==> config.mk <==
export PLATFORM = sky130hd
export DESIGN_NAME = alu_unit
export DESIGN_NICKNAME = d
export VERILOG_FILES = /design/src/rtl/alu_pkg.sv /design/src/rtl/alu_shifter.sv /design/src/rtl/alu_unit.sv
export SDC_FILE = /design/constraint.sdc
export NUM_CORES = 2
export LEC_CHECK = 0
export BUFFER_PORTS_ARGS = -buffer_cell sky130_fd_sc_hd__buf_2
export CAP_MARGIN = 20
export CORE_ASPECT_RATIO = 0.5
export CORE_MARGIN = 4
export CORE_UTILIZATION = 65
export DETAILED_ROUTE_END_ITERATION = 8
export PLACE_DENSITY = 0.82
export SETUP_SLACK_MARGIN = 0.3
export SLEW_MARGIN = 10
export SYNTH_ARGS = -nofsm -noshare
export SYNTH_HDL_FRONTEND = slang
export SYNTH_SLANG_ARGS = --single-unit
==> constraint.sdc <==
create_clock -name clk -period 0.8 [get_ports clk]
set_input_delay 0.04 -clock clk [delete_from_list [all_inputs] [get_ports clk]]
set_output_delay 0.04 -clock clk [all_outputs]
set_load 0.01 [all_outputs]
==> src/rtl/alu_pkg.sv <==
// alu_pkg: shared opcode encoding and width constants for the execute-stage
// ALU. Imported by the ALU itself and by the decode/datapath logic.
package alu_pkg;

  localparam int ALU_WIDTH = 32;

  typedef logic [4:0] alu_op_t;

  localparam alu_op_t ALU_ADD  = 5'd0;
  localparam alu_op_t ALU_SUB  = 5'd1;
  localparam alu_op_t ALU_MUL  = 5'd2;
  localparam alu_op_t ALU_DIV  = 5'd3;
  localparam alu_op_t ALU_MOD  = 5'd4;
  localparam alu_op_t ALU_AND  = 5'd5;
  localparam alu_op_t ALU_OR   = 5'd6;
  localparam alu_op_t ALU_XOR  = 5'd7;
  localparam alu_op_t ALU_NOT  = 5'd8;
  localparam alu_op_t ALU_SLL  = 5'd9;
  localparam alu_op_t ALU_ROTL = 5'd10;
  localparam alu_op_t ALU_SRL  = 5'd11;
  localparam alu_op_t ALU_SRA  = 5'd12;
  localparam alu_op_t ALU_SLT  = 5'd13;
  localparam alu_op_t ALU_SLTU = 5'd14;
  localparam alu_op_t ALU_PASS = 5'd15;

  // Shifter mode select
  typedef enum logic [1:0] {
    SH_SLL  = 2'd0,
    SH_ROTL = 2'd1,
    SH_SRL  = 2'd2,
    SH_SRA  = 2'd3
  } sh_mode_t;

endpackage

==> src/rtl/alu_shifter.sv <==
// alu_shifter: combinational shift/rotate unit.
// Ports:
//   data_i  operand to shift
//   amt_i   shift/rotate amount (0..31)
//   mode_i  SLL / ROTL / SRL / SRA
//   res_o   shifted result
module alu_shifter
  import alu_pkg::*;
(
  input  logic [31:0] data_i,
  input  logic [4:0]  amt_i,
  input  sh_mode_t    mode_i,
  output logic [31:0] res_o
);

  logic [5:0]  rot_back;
  logic [31:0] rotl;

  // Right-shift by 32 yields 0 in SV, so amount 0 naturally returns data_i.
  assign rot_back = 6'd32 - {1'b0, amt_i};
  assign rotl     = (data_i << amt_i) | (data_i >> rot_back);

  always_comb begin
    res_o = '0;
    unique case (mode_i)
      SH_SLL:  res_o = data_i << amt_i;
      SH_ROTL: res_o = rotl;
      SH_SRL:  res_o = data_i >> amt_i;
      SH_SRA:  res_o = $unsigned($signed(data_i) >>> amt_i);
      default: res_o = '0;
    endcase
  end

endmodule

==> src/rtl/alu_unit.sv <==
// alu_unit: execute-stage ALU. Combinational operation select followed by a
// single output register loaded on every clock edge (1-cycle latency).
// Ports:
//   clk       rising-edge clock
//   rst_n     async active-low reset, clears EX_out immediately
//   in1, in2  operands (in2[4:0] is the shift/rotate amount)
//   alu_ctrl  operation select (16..31 reserved -> 0)
//   EX_out    registered result
module alu_unit
  import alu_pkg::*;
#(
  parameter int WIDTH = ALU_WIDTH
) (
  input  logic             clk,
  input  logic             rst_n,
  input  logic [WIDTH-1:0] in1,
  input  logic [WIDTH-1:0] in2,
  input  logic [4:0]       alu_ctrl,
  output logic [WIDTH-1:0] EX_out
);

  logic [WIDTH-1:0] res_d, ex_out_q, sh_res;
  sh_mode_t         sh_mode;

  always_comb begin
    sh_mode = SH_SLL;
    case (alu_ctrl)
      ALU_ROTL: sh_mode = SH_ROTL;
      ALU_SRL:  sh_mode = SH_SRL;
      ALU_SRA:  sh_mode = SH_SRA;
      default:  sh_mode = SH_SLL;
    endcase
  end

  alu_shifter u_shifter (
    .data_i (in1),
    .amt_i  (in2[4:0]),
    .mode_i (sh_mode),
    .res_o  (sh_res)
  );

  always_comb begin
    res_d = '0;
    case (alu_ctrl)
      ALU_ADD:  res_d = in1 + in2;
      ALU_SUB:  res_d = in1 - in2;
      ALU_MUL:  res_d = in1 * in2;
      ALU_DIV:  res_d = (in2 == '0) ? '1  : in1 / in2;
      ALU_MOD:  res_d = (in2 == '0) ? in1 : in1 % in2;
      ALU_AND:  res_d = in1 & in2;
      ALU_OR:   res_d = in1 | in2;
      ALU_XOR:  res_d = in1 ^ in2;
      ALU_NOT:  res_d = ~in1;
      ALU_SLL, ALU_ROTL, ALU_SRL, ALU_SRA:
                res_d = sh_res;
      ALU_SLT:  res_d = {{(WIDTH-1){1'b0}}, $signed(in1) < $signed(in2)};
      ALU_SLTU: res_d = {{(WIDTH-1){1'b0}}, in1 < in2};
      ALU_PASS: res_d = in2;
      default:  res_d = '0;
    endcase
  end

  always_ff @(posedge clk or negedge rst_n) begin
    if (!rst_n) ex_out_q <= '0;
    else        ex_out_q <= res_d;
  end

  assign EX_out = ex_out_q;

endmodule

==> results.json, run 1 <==
{
  "synth.area.top_cells": "ha_1 (16%), fa_1 (14%), nand2_1 (6.9%)",
  "ys_warn_count": 0,
  "die_w_um": 428,
  "synth_cells": 8223,
  "synth_xor_area_share_pct": 6.85,
  "synth_nets": 9457,
  "start_util_pct": 66.1,
  "synth-edff-count": 0,
  "synth-seq-cells": 32,
  "lastStage": "clock tree synthesis",
  "ios": 103,
  "synth.top_cells.by_count": "nand2_1 (1059), nor2_1 (823), ha_1 (752)",
  "post_cts_resized": 1188,
  "yosys.area_share.simple_pct": 22.4,
  "synth_area_per_cell_um2": 6.98,
  "cts_made_buffers": 5,
  "synth_ff_type": "dfrtp_1",
  "dp_hpwl_mm": 302,
  "clkSinkCount": 32,
  "cts_setup_buffers": 443,
  "synthAdderAreaFrac_pct": 30.7,
  "rows": 76,
  "cts-hold-fix-buffers": 1,
  "place.port_buffers": 102,
  "synth_top_family_by_area": "adder cells",
  "cts.htree.levels": 2,
  "yosysSeqAreaShare_pct": 1.39,
  "yosysMostFrequentCell": "nand2_1",
  "synthMuxAreaShare_pct": 3.33,
  "cts_root_buf": "clkbuf_16",
  "synth_top_cell_area_share_pct": 16.4,
  "die_h_um": 218,
  "firstError": "[ERROR DPL-0038] Utilization greater than 100%, impossible to legalize",
  "syn_area_um2": 57400,
  "outcome": "aborted with a tool error",
  "async_flop_share_pct": 100,
  "synth_compound_area_share_pct": 27.7,
  "gp_congestion": 1.37,
  "place_ws_ns": -66.66,
  "synth_cell_types": 98,
  "yosysTopAreaCell": "ha_1",
  "cts_buffer_depth": 2
}
==> cell families after synthesis <==
logic type,Yosys count
AO/OA/AOI/OAI,2426
XOR/XNOR,449
adder cells (fa/ha/maj),1163
buffers and inverters,1146
flip-flops,32
multiplexers,159
AND/OR/NAND/NOR,2848
==> metrics by stage <==
| stage | util (%) | cells | cell area [um^2] | TNS, ns |
|---|---|---|---|---|
| floorplan | - | 8223 | 59900 | -1884.03 |
| detailed placement | 94.7 | 12063 | 82200 | -2121.88 |
| global placement | 94.6 | 12062 | 82200 | -1911.75 |
==> run 2: changes to the inputs <==
- CORE_ASPECT_RATIO: 0.5 -> not set
- CORE_UTILIZATION: 65 -> 40
- PLACE_DENSITY: 0.82 -> not set
- PLACE_DENSITY_LB_ADDON: not set -> 0.15
- SETUP_SLACK_MARGIN: 0.3 -> not set
==> results.json, run 2 <==
{
  "fin_util_pct": 65.6,
  "synth.area.top_cells": "ha_1 (16%), fa_1 (14%), nand2_1 (6.9%)",
  "yosysSeqAreaShare_pct": 1.39,
  "critPathSlowestCell": "or4_4",
  "yosysMostFrequentCell": "nand2_1",
  "switching_share_pct": 52.6,
  "dr.pass1.iters": 6,
  "final_common_cell": "buf_4",
  "die-area_um2": 150000,
  "synth_xor_area_share_pct": 6.85,
  "outcome": "finished, violations left",
  "violations": "setup timing",
  "async_flop_share_pct": 100,
  "place.port_buffers": 102,
  "synth_top_cell_area_share_pct": 16.4,
  "min_period_ns": 61.20,
  "tritoncts": "built",
  "hold_path_class": "primary input to asynchronous set/reset pin",
  "antenna_left": 0,
  "max-slew-margin-rel_pct": 26.9,
  "critical_path_buf_inv_count": 51,
  "maxCapViolations": 0,
  "synth_top_family_by_area": "adder cells",
  "grt_max_degree": 62,
  "synth.top_cells.by_count": "nand2_1 (1059), nor2_1 (823), ha_1 (752)",
  "min_period_over_period_pct": 7650,
  "power_uw": 203000,
  "wl_mm": 375,
  "grt_pass1_vias": 79243,
  "die_w_um": 387,
  "syn_area_um2": 57400,
  "nNetsFinal": 12711,
  "antenna_found_initial": 42,
  "path_max_fanout": 7,
  "yosys.area_share.simple_pct": 22.4,
  "synth-edff-count": 0,
  "gp_congestion": 1.14,
  "drc_errors": 0,
  "vias": 82319,
  "drive_above_1_share_pct": 41.5,
  "cts_made_buffers": 5,
  "yosysTopAreaCell": "ha_1",
  "finalHoldViolCount": 0,
  "cts_root_buf": "clkbuf_16",
  "synth_cell_types": 98,
  "clkSinkCount": 32,
  "clkTransAtPathRegs_ns": 0.07,
  "p_comb_share_pct": 97.6,
  "cts_buffer_depth": 2,
  "synth_compound_area_share_pct": 27.7,
  "power.share.sequential_pct": 1.1,
  "tightest_slew_ns": 1.09,
  "power_density_nw_per_um2": 2180,
  "grt_pass1_wl_mm": 526,
  "drv_slew": 0,
  "area_growth_pct": 62.3,
  "via_per_inst": 6.15,
  "drtIter0Drc": 9898,
  "rows": 138,
  "crit_arrival_ns": 61.37,
  "fin_area_um2": 93200,
  "leakagePower_uw": 0.0460,
  "ys_warn_count": 0,
  "timing.fmax_ghz": 0.0163,
  "largest_reg_flops": 32,
  "critPathLaunch": "in2[0]",
  "postPlaceCellArea_um2": 84900,
  "crit_path_start_kind": "primary input",
  "nFillCells": 12480,
  "crit_top_cell": "buf_4",
  "slowest_delay_ns": 0.62,
  "crit_path_end_kind": "flip-flop",
  "cp.required_ns": 0.97,
  "grtUsageTotal_pct": 46.8,
  "synth_ff_type": "dfrtp_1",
  "synth_nets": 9457,
  "cts.htree.levels": 2,
  "p_int_uw": 96400,
  "mostFrequentLayoutCells": "buf_4 (3406), nand2_1 (994), nor2_1 (754)",
  "start_util_pct": 40.4,
  "synthMuxAreaShare_pct": 3.33,
  "peakVddDrop_mv": 5.01,
  "layout_setup_ws_ns": -60.40,
  "dp_hpwl_mm": 301,
  "synth_area_per_cell_um2": 6.98,
  "setup_violations": 64,
  "criticalPathCategory": "primary input to flip-flop",
  "synth_cells": 8223,
  "gr-total-overflow": 0,
  "synth-seq-cells": 32,
  "die_h_um": 387,
  "synthAdderAreaFrac_pct": 30.7,
  "net-switching-power_uw": 107000,
  "ios": 103,
  "core_um2": 142000,
  "cp_top_family": "compound AO/OA/AOI/OAI gates",
  "wl_per_cell_um": 28.0,
  "p_clk_share_pct": 1.3,
  "rsz0062_at_grt": "yes"
}
-- run 2: cell counts after synthesis --
No cell type changed its count.
-- run 2: power by group through the flow --
stage / combinational [uW] / clock [uW] / sequential (uW)
floorplan: 103000 / 0 / 2480
global placement: 185000 / 0 / 2300
finish: 198000 / 2560 / 2330
detailed placement: 186000 / 0 / 2300
global route: 207000 / 2590 / 2330
CTS: 190000 / 2560 / 2320
-- run 2: cell type report --
cell class / instances / area (um^2) / share of cell area, %
Antenna cell: 28 / 70.1 / 0.0752
Clock inverter: 2 / 35.0 / 0.0376
Sequential cell: 32 / 808 / 0.867
Timing Repair Buffer: 3655 / 28200 / 30.3
Multi-Input combinational cell: 7046 / 58800 / 63.1
Tap cell: 1890 / 2360 / 2.54
Clock buffer: 6 / 129 / 0.138
Inverter: 737 / 2790 / 2.99
-- run 2: metal layers --
| layer | GRT usage [%] | share of wire (%) | routed length (um) | vias to the layer above |
|---|---|---|---|---|
| met4 | 29.8 | 8.2 | 30900 | 22 |
| met3 | 15.7 | 14 | 50700 | 1596 |
| met5 | 0.319 | 0.052 | 195 | - |
| met1 | 58.1 | 37 | 140000 | 39275 |
| li1 | - | - | - | 35744 |
| met2 | 69.4 | 41 | 153000 | 5682 |
-- run 2: what timing repair did --
| item | 4_1_cts | 5_1_grt |
|---|---|---|
| hold buffers | 1 | 0 |
| endpoints found under the setup margin | 64 | 64 |
| gates cloned | 6 | 1 |
| pin swaps | 238 | 409 |
| buffers inserted | 205 | 153 |
| gates resized for setup | 501 | 613 |
| endpoints found under the hold margin | 32 | 0 |
-- run 2: how the worst max path moves through the flow --
stage / cells past startpoint / slack, ns / end
floorplan: 318 / -58.98 / EX_out[0]$_DFF_PN0_
global placement: 306 / -64.15 / EX_out[16]$_DFF_PN0_
detailed placement: 301 / -64.73 / EX_out[16]$_DFF_PN0_
CTS: 314 / -58.83 / EX_out[27]$_DFF_PN0_
global route: 320 / -62.30 / EX_out[23]$_DFF_PN0_
finish: 308 / -60.40 / EX_out[23]$_DFF_PN0_
-- run 2: cell families (layout without fill, tap and decap cells) --
| group | Yosys count | count (layout) |
|---|---|---|
| simple gates | 2848 | 2848 |
| other cells | 0 | 28 |
| buf+inv | 1146 | 4400 |
| fa+ha+maj | 1163 | 1163 |
| compound gates | 2426 | 2427 |
| xor+xnor | 449 | 449 |
| flops | 32 | 32 |
| mux | 159 | 159 |
-- run 2: stage by stage --
step           TNS (ns)  cells  hold slack, ns  setup WS [ns]
6_report       -1929.49  13396           0.216         -60.40
3_5_place_dp   -2064.11  13007          0.0353         -64.73
2_1_floorplan  -1884.03   8223          -0.256         -58.98
4_1_cts        -1882.42  13227           0.234         -58.83
5_1_grt        -1992.14  13373           0.242         -62.30
3_3_place_gp   -2045.41  13007          0.0347         -64.15
Note: power is estimated with default switching activity, not from simulation.
